**config.mk**
```make
export PLATFORM = sky130hd
export DESIGN_NAME = sdram2fifo
export DESIGN_NICKNAME = d
export VERILOG_FILES = /design/src/rtl/sdram2fifo.sv
export SDC_FILE = /design/constraint.sdc
export NUM_CORES = 1
export LEC_CHECK = 0
export CAP_MARGIN = 30
export CORE_UTILIZATION = 52
export CTS_CLUSTER_SIZE = 30
export DETAILED_ROUTE_END_ITERATION = 8
export GPL_TIMING_DRIVEN = 0
export PLACE_DENSITY = 0.79
export SETUP_SLACK_MARGIN = 0.15
export SYNTH_ARGS = -nofsm -noshare
export SYNTH_HDL_FRONTEND = slang
export SYNTH_SLANG_ARGS = --single-unit
```
**constraint.sdc**
```tcl
create_clock -name clk_133M_i -period 2.85 [get_ports clk_133M_i]
set_clock_uncertainty 0.1 [all_clocks]
set_input_delay 0.855 -clock clk_133M_i [delete_from_list [all_inputs] [get_ports clk_133M_i]]
set_output_delay 0.855 -clock clk_133M_i [all_outputs]
set_load 0.005 [all_outputs]
```
**src/rtl/sdram2fifo.sv**
```systemverilog
`default_nettype none
// ============================================================================
// Module   : sdram2fifo
// Purpose  : Reads one frame of 16-bit pixels out of SDRAM in fixed-length
//            bursts and writes them into the display dual-clock FIFO. It only
//            requests a burst when the FIFO has room for a full burst.
//            Everything runs in the 133 MHz SDRAM clock domain.
// Option   : SDRAM2FIFO_UNDERRUN_CNT_EN builds a saturating counter of the
//            cycles where the FIFO is empty in the middle of a frame.
//            Without it, underrun_cnt is tied to zero.
// Revision : 1.0 - initial release
// ============================================================================
module sdram2fifo #(
    parameter int                BURST_LEN   = 256,
    parameter int                FIFO_DEPTH  = 2048,
    parameter int                FRAME_WORDS = 307200,
    parameter int                ADDR_W      = 22,
    parameter logic [ADDR_W-1:0] BASE_ADDR   = '0,
    parameter int                CLR_CYC     = 4
) (
    input  logic              clk_133M_i,
    input  logic              rst_133i,
    input  logic              frame_start,
    input  logic [10:0]       fifo_wrusedw,
    input  logic [4:0]        work_st,
    input  logic [15:0]       rd_sdram_data,
    input  logic              rd_ack_i,
    output logic              rd_req_o,
    output logic [ADDR_W-1:0] rd_addr_o,
    output logic [8:0]        rd_len_o,
    output logic [15:0]       fifo_wr_data,
    output logic              fifo_wr_en,
    output logic              clear_rdsdram_fifo,
    output logic              frame_done,
    output logic [15:0]       underrun_cnt
);

    // Controller state code that marks a valid read-data beat
    localparam logic [4:0] W_RDDAT = 5'd6;

    // Width and terminal value of the FIFO-clear cycle counter
    localparam int              CNT_W    = $clog2(CLR_CYC + 1);
    localparam logic [CNT_W-1:0] CLR_LAST = CNT_W'(CLR_CYC - 1);

    // Sized copies of the frame/burst geometry used in comparisons
    localparam logic [18:0] FRAME_W19 = 19'(FRAME_WORDS);
    localparam logic [18:0] BURST_W19 = 19'(BURST_LEN);
    localparam logic [8:0]  BURST_W9  = 9'(BURST_LEN);
    localparam logic [11:0] ROOM_LIM  = 12'(FIFO_DEPTH - BURST_LEN);

    typedef enum logic [2:0] {
        S_IDLE      = 3'd0,
        S_CLEAR     = 3'd1,
        S_WAIT_ROOM = 3'd2,
        S_REQ       = 3'd3,
        S_BURST     = 3'd4,
        S_NEXT      = 3'd5
    } state_t;

    state_t           state;
    state_t           state_nxt;
    logic [18:0]      words_left;
    logic [8:0]       beat_cnt;
    logic [CNT_W-1:0] clr_cnt;
    logic             start_pend;

    logic             beat_valid;
    logic [8:0]       beat_next;
    logic             room_ok;
    logic [8:0]       first_len;
    logic             enter_clear;

    // A beat only counts while a burst is open; stray W_RDDAT cycles are ignored
    assign beat_valid = (state == S_BURST) && (work_st == W_RDDAT);
    assign beat_next  = beat_cnt + 9'd1;

    // Room for a whole burst means the fill level is at most depth minus burst
    assign room_ok    = ({1'b0, fifo_wrusedw} <= ROOM_LIM);

    // The last burst of a frame is shortened to the words that remain
    assign first_len  = (words_left < BURST_W19) ? words_left[8:0] : BURST_W9;

    // Entering CLEAR, either from another state or by restarting it, re-arms the frame
    assign enter_clear = (state_nxt == S_CLEAR) && ((state != S_CLEAR) || frame_start);

    // State register
    always_ff @(posedge clk_133M_i) begin
        if (rst_133i) begin
            state <= S_IDLE;
        end else begin
            state <= state_nxt;
        end
    end

    // Next-state logic
    always_comb begin
        state_nxt = state;
        case (state)
            S_IDLE: begin
                if (frame_start) begin
                    state_nxt = S_CLEAR;
                end
            end
            S_CLEAR: begin
                if (frame_start) begin
                    state_nxt = S_CLEAR;
                end else if (clr_cnt == CLR_LAST) begin
                    state_nxt = S_WAIT_ROOM;
                end
            end
            S_WAIT_ROOM: begin
                if (frame_start) begin
                    state_nxt = S_CLEAR;
                end else if (words_left == 19'd0) begin
                    state_nxt = S_IDLE;
                end else if (room_ok) begin
                    state_nxt = S_REQ;
                end
            end
            S_REQ: begin
                // An ack in the same cycle as frame_start wins: the burst is already committed
                if (rd_ack_i) begin
                    state_nxt = S_BURST;
                end else if (frame_start) begin
                    state_nxt = S_CLEAR;
                end
            end
            S_BURST: begin
                if (beat_valid && (beat_next == rd_len_o)) begin
                    state_nxt = S_NEXT;
                end
            end
            S_NEXT: begin
                if (start_pend || frame_start) begin
                    state_nxt = S_CLEAR;
                end else begin
                    state_nxt = S_WAIT_ROOM;
                end
            end
            default: begin
                state_nxt = S_IDLE;
            end
        endcase
    end

    // Registered outputs, burst bookkeeping and frame counters
    always_ff @(posedge clk_133M_i) begin
        if (rst_133i) begin
            rd_req_o           <= 1'b0;
            rd_addr_o          <= BASE_ADDR;
            rd_len_o           <= 9'd0;
            fifo_wr_data       <= 16'd0;
            fifo_wr_en         <= 1'b0;
            clear_rdsdram_fifo <= 1'b0;
            frame_done         <= 1'b0;
            words_left         <= 19'd0;
            beat_cnt           <= 9'd0;
            clr_cnt            <= '0;
            start_pend         <= 1'b0;
        end else begin
            rd_req_o           <= (state_nxt == S_REQ);
            clear_rdsdram_fifo <= (state_nxt == S_CLEAR);
            fifo_wr_en         <= beat_valid;

            if (beat_valid) begin
                fifo_wr_data <= rd_sdram_data;
                beat_cnt     <= beat_next;
            end

            if (state == S_CLEAR) begin
                clr_cnt <= clr_cnt + 1'b1;
            end

            if ((state == S_WAIT_ROOM) && (state_nxt == S_REQ)) begin
                rd_len_o <= first_len;
            end

            if ((state == S_WAIT_ROOM) && (state_nxt == S_IDLE)) begin
                frame_done <= 1'b1;
            end

            if ((state == S_REQ) && rd_ack_i) begin
                beat_cnt <= 9'd0;
                if (frame_start) begin
                    start_pend <= 1'b1;
                end
            end

            // A burst cannot be aborted, so a new frame is remembered until it ends
            if (((state == S_BURST) || (state == S_NEXT)) && frame_start) begin
                start_pend <= 1'b1;
            end

            // Address arithmetic wraps silently at the top of SDRAM
            if (state == S_NEXT) begin
                rd_addr_o  <= rd_addr_o + ADDR_W'(rd_len_o);
                words_left <= words_left - {10'd0, rd_len_o};
            end

            // Placed last so a frame restart overrides the NEXT-state advance
            if (enter_clear) begin
                clr_cnt    <= '0;
                rd_addr_o  <= BASE_ADDR;
                words_left <= FRAME_W19;
                frame_done <= 1'b0;
                start_pend <= 1'b0;
            end
        end
    end

`ifdef SDRAM2FIFO_UNDERRUN_CNT_EN
    // Count cycles the display FIFO is empty while the frame still has words to fetch
    always_ff @(posedge clk_133M_i) begin
        if (rst_133i) begin
            underrun_cnt <= 16'd0;
        end else if (enter_clear) begin
            underrun_cnt <= 16'd0;
        end else if ((fifo_wrusedw == 11'd0) && (words_left != 19'd0) &&
                     (state != S_CLEAR) && (underrun_cnt != 16'hFFFF)) begin
            underrun_cnt <= underrun_cnt + 16'd1;
        end
    end
`else
    assign underrun_cnt = 16'd0;
`endif

endmodule
`default_nettype wire
```
---- After elaboration in Yosys (flattened, before gate mapping) ----
Cells that the tools add are included.
cells by class
  mux-type cells .......................... 16
  $add $sub $neg .......................... 4
  $lt $le $gt $ge ......................... 2
  multiply operators ...................... 0
  eq/ne operators ......................... 11
  bitwise operators ....................... 0
  reduce and logical (&&, ||, !) cells .... 19
  shift operators ......................... 0
  divide/modulo/power cells ............... 0
operators by type and width
  operator                                                                        count
  19-bit two-way mux                                                              2
  3-bit two-way mux                                                               8
  22-bit by 9-bit adder with 22-bit output                                        1
  19-bit logical NOT                                                              1
  19-bit by 9-bit less-than comparator with 1-bit output (second input constant)  1
  19-bit by 9-bit subtractor with 19-bit output                                   1
  3-bit one-hot mux with 6 select lines                                           1
  3-bit by 2-bit == test with 1-bit output (second input constant)                4
  11-bit less-or-equal comparator (second input constant)                         1
  9-bit by 1-bit adder with 9-bit output (second input constant)                  1
  9-bit == test                                                                   1
  9-bit two-way mux                                                               1
  1-bit logical AND                                                               7
  3-bit by 1-bit == test with 1-bit output (second input constant)                2
  3-bit == test (second input constant)                                           2
  3-bit logical NOT                                                               2
  2-bit nonzero test                                                              3
  5-bit by 3-bit == test with 1-bit output (second input constant)                1
  2-bit OR reduction                                                              2
  3-bit by 1-bit adder with 3-bit output (second input constant)                  1
  1-bit logical OR                                                                3
  1-bit two-way mux                                                               3
  3-bit by 1-bit != test with 1-bit output (second input constant)                1
  2-bit two-way mux                                                               1
  2-bit AND reduction                                                             1
word-level totals
  RAM bits ................................ 0
  memories kept ........................... 0
  bits in registers ....................... 86
  output and inout port bits .............. 67
  latch bits .............................. 0
  bits in read-only memories .............. 0

---- Logic depth before layout (Yosys ltp) ----
  depth in word-level cells ............... 8
  gate-level depth with buffers ........... 10
  mapped depth without buffers ............ 9

---- Worst setup path after synthesis ----
OpenSTA, ideal clock, no wires.
  path kind ............................... input to register
  start point ............................. input port rd_ack_i
  end point ............................... register rd_addr_o[8]
  stages on the path ...................... 7
  arrival time ............................ 2.147 ns
  path buffers ............................ 2
  library setup time ...................... 0.095 ns
  slack ................................... 0.508 ns
  cells stage by stage .................... nor3b_1 o21ai_0 a31o_2 and2_1 clkbuf_2 clkbuf_1 a221oi_1
on the way
  word-level cells in the longest chain between the ends .. 5
ends and longest elaborated chain
  item                                      RTL line  text
  start: declaration                        27        input logic rd_ack_i,
  3-bit two-way mux                         122       if (rd_ack_i) begin
  3-bit one-hot mux with 6 select lines     98        case (state)
  3-bit by 1-bit == test with 1-bit output  84        assign enter_clear = (state_nxt == S_CLEAR) && ((state != S_CLEAR) || frame_start);
  1-bit logical AND                         84
  2-bit OR reduction (no line)              --
  end signal: assignment                    196       rd_addr_o <= rd_addr_o + ADDR_W'(rd_len_o);
  end: declaration                          29        output logic [ADDR_W-1:0] rd_addr_o,
No other way between the ends.
A chain may end at the register's enable or synchronous reset.

---- Worst setup path after layout ----
  start point ............................. input port work_st[1]
  end point ............................... register rd_addr_o[10]
on the way
  word-level cells in the longest chain between the ends .. 8
ends and longest elaborated chain
  item                                      RTL line  text
  start: declaration                        25        input logic [4:0] work_st,
  5-bit by 3-bit == test with 1-bit output  74        assign beat_valid = (state == S_BURST) && (work_st == W_RDDAT);
  1-bit logical AND                         74
  1-bit logical AND                         129       if (beat_valid && (beat_next == rd_len_o)) begin
  3-bit two-way mux                         129
  3-bit one-hot mux with 6 select lines     98
  3-bit by 1-bit == test with 1-bit output  84
  1-bit logical AND                         84
  2-bit OR reduction (no line)              --
No other way between the ends.

==> results.yml <==
sta:
  finalWorstSetupSlack_ns: 0.169
  hold_viol: 0
  fmax_mhz: 373
  drv_slew: 0
  maxSlewHeadroom: 0.571
  rsz0062_at_grt: "true"
  worstMarginPinSlew_ns: 0.644
  min_period_ns: 2.68
  final.period_utilization: 0.941
  setup_viol: 0
finish:
  num_antenna_cells: 0
  layout-area-overhead-vs-synth_pct: 28.8
  drive_above_1_share: 0.108
  fillers: 777
  nets: 757
  stdcell_count: 814
critical_path:
  crit_end: "rd_addr_o[10]$_SDFFE_PP0P_"
  path_max_fanout: 10
  startpoint_type: "primary input"
  rr_endpoint: "rd_addr_o[10]$_SDFFE_PP0P_"
  ff2ff_path_depth: 8
  reg2reg_slack_ns: 0.26
  critPathCaptureType: "register"
  cp.arrival_ns: 2.81
  path_class: "primary input to register"
  r2r_start: "beat_cnt[4]$_SDFFE_PP0P_"
  startpoint: "work_st[1]"
  required_ns: 2.98
synthesis:
  avgSynthCellArea_um2: 8.38
  synth_area_leaders: "dfxtp_1 35%, a211oi_1 6.4%, xnor2_1 5.5%"
  yosysWarnings: 0
  synth_edf_count: 0
  dominantRegCellSynth: "dfxtp_1"
  ys_types: 60
  ys_async_sr_fraction: 0
  ys_ff_latch: 86
  synth_top_area_share: 0.352
  netlist_instances: 584
  synth_top_cell_by_area: "dfxtp_1"
  syn_area_mm2: 0.00489
  synth-seq-area-share: 0.352
power_and_ir_drop:
  max-vdd-ir-drop_mv: 0.309
  fin_total_pwr_mw: 2.41
  power_leakage_nw: 2.11
  cellPowerDensity_mw_per_mm2: 382
global_route:
  grt_pass1_vias: 4491
  grt_pass1_wl_mm: 21.6
  antenna_found_initial: 0
  grt_use_total: 0.276
  grt-ovfl-total: 0
  grt_max_degree: 16
die:
  dieWidth_um: 99.0
  dieHeight_um: 99.0
  rows: 35
  initial_core_util: 0.532
  num_io_pins: 103
  fp.dieArea_mm2: 0.00980
  core_mm2: 0.00920
placed_design:
  port-buffer-count: 86
  gp_congestion: 0.957
  dpl_worst_slack_ns: -0.305
  numPlacedInstances: 796
  hpwl_mm: 9.75
drt:
  routed_wirelength_mm: 13.5
  first_pass_iters: 5
  drt.antenna.violating_nets: 0
  route.detailed.drc: 0
  vias: 4842
  wl_per_cell_um: 16.5
  post_drt_via_cell_ratio: 5.95
  drt-initial-drc-count: 271
clock_tree:
  clockBufferDepth: 2
  clk_latency_ns: 0.37
  h-tree-depth: 3
  cts_tree: "done"
  clockRootBuffer: "clkbuf_8"
  clk_pin_slew_worst_paths_ns: 0.09
  cts_buffers: 9
  cts.sinks: 86
  cts_hold_buf: 0
outcome:
  status: "finished clean"
min_path:
  hold_path_class: "register to register"
flow_run:
  cap_viol_max_count: 0
[logic make-up after synthesis]
kind of cell / count (synthesis) / synth area share
AOI/OAI and AO/OA: 171 / 0.240
buffers and inverters: 69 / 0.0698
xor gates and xnor gates: 40 / 0.0716
adders and majority gates: 23 / 0.0619
DFF: 86 / 0.352
and+or+nand+nor: 190 / 0.196
other: 1 / 0.000767
muxes: 4 / 0.00818
[power breakdown]
part | internal, mW | total, mW | switching, mW
Combinational | 0.0956 | 0.195 | 0.0989
Clock | 0.526 | 0.994 | 0.468
Sequential | 1.21 | 1.22 | 0.00829
[through the flow]
stage	hold slack, ns	area (um2)	TNS, ns	util
CTS	0.356	6200	0	0.674
global route	0.377	6300	0	0.685
global placement	0.339	5950	-11.78	0.647
detailed placement	0.343	5950	-12.34	0.647
finish	0.355	6300	0	0.685
floorplan	0.348	4950	0	-
[worst max-delay path, stage by stage]
cell	delay (ns)
clkdlybuf4s50_1	0.46
nor2b_2	0.20
and4_1	0.27
o2111a_1	0.18
nand4_1	0.19
o21ai_4	0.32
buf_4	0.24
a211oi_1	0.09
[per-layer routing]
| metal | track usage | part of all wire | up-vias |
|---|---|---|---|
| li1 | - | - | 2338 |
| met1 | 0.345 | 0.42 | 2300 |
| met2 | 0.465 | 0.49 | 174 |
| met3 | 0.0567 | 0.061 | 30 |
| met4 | 0.107 | 0.021 | 0 |
| met5 | 0 | 0 | - |
[layout by cell type (no fill, tap or decap), drive strengths merged, types with 3 or more instances in the layout]
cell type / count
clkdlybuf4s50: 86
dfxtp: 86
nand2: 61
a211oi: 43
a21oi: 42
xnor2: 31
buf: 31
nor2: 30
clkbuf: 29
inv: 24
nor3: 22
o21ai: 22
nand3: 21
ha: 21
conb: 16
o21a: 12
nor4: 11
xor2: 9
o31ai: 9
a221oi: 8
o22ai: 6
nor2b: 6
nand4: 5
nor4b: 5
nand2b: 4
or3: 4
and3: 4
a21o: 4
mux2i: 4
o31a: 4
nand3b: 4
and4: 3
a31o: 3
nor3b: 3
[registers in the layout (all words and copies together), names as in the netlist]
signal,cells
rd_req_o,1
fifo_wr_en,1
beat_cnt,9
state,3
frame_done,1
clear_rdsdram_fifo,1
rd_len_o,9
words_left,19
rd_addr_o,22
start_pend,1
clr_cnt,3
fifo_wr_data,16
[cell type report]
cell class | instances | area [um2] | share of cell area
multi-input combinational | 444 | 2970 | 0.471
tap | 111 | 139 | 0.0220
timing repair buffer | 88 | 876 | 0.139
buffer | 48 | 284 | 0.0451
sequential | 86 | 1730 | 0.274
clock buffer | 10 | 138 | 0.0218
clock inverter | 6 | 91.3 | 0.0145
inverter | 21 | 78.8 | 0.0125
[synth_stat cells, types with 8 or more instances]
master and number:
nand3_1 21, nor4_1 11, inv_1 21, a21oi_1 42, nand2_1 61, o31ai_1 9, buf_4 20, nor2_1 30
a221oi_1 8, dfxtp_1 86, ha_1 21, a211oi_1 42, o21a_1 12, nor3_1 22, xor2_1 9, xnor2_1 31
clkbuf_1 21, o21ai_0 20
[how the worst min path moves through the flow]
stage / startpoint / to / slack [ns] / cells after the start
after detailed placement: fifo_wr_data[3]$_SDFFE_PP0P_ / fifo_wr_data[3]$_SDFFE_PP0P_ / 0.34 / 2
after floorplan: fifo_wr_data[0]$_SDFFE_PP0P_ / fifo_wr_data[0]$_SDFFE_PP0P_ / 0.35 / 2
after global routing: fifo_wr_data[3]$_SDFFE_PP0P_ / fifo_wr_data[3]$_SDFFE_PP0P_ / 0.38 / 2
final: fifo_wr_data[3]$_SDFFE_PP0P_ / fifo_wr_data[3]$_SDFFE_PP0P_ / 0.36 / 2
after global placement: fifo_wr_data[1]$_SDFFE_PP0P_ / fifo_wr_data[1]$_SDFFE_PP0P_ / 0.34 / 2
after CTS: fifo_wr_data[3]$_SDFFE_PP0P_ / fifo_wr_data[3]$_SDFFE_PP0P_ / 0.36 / 2
[what timing repair did]
item	in CTS	in global routing
buffers inserted	1	1
gates cloned	0	0
resized for setup	5	35
pin swaps	1	3
endpoints found under the setup margin	22	63
No activity file was read; power rests on OpenSTA's default activity.
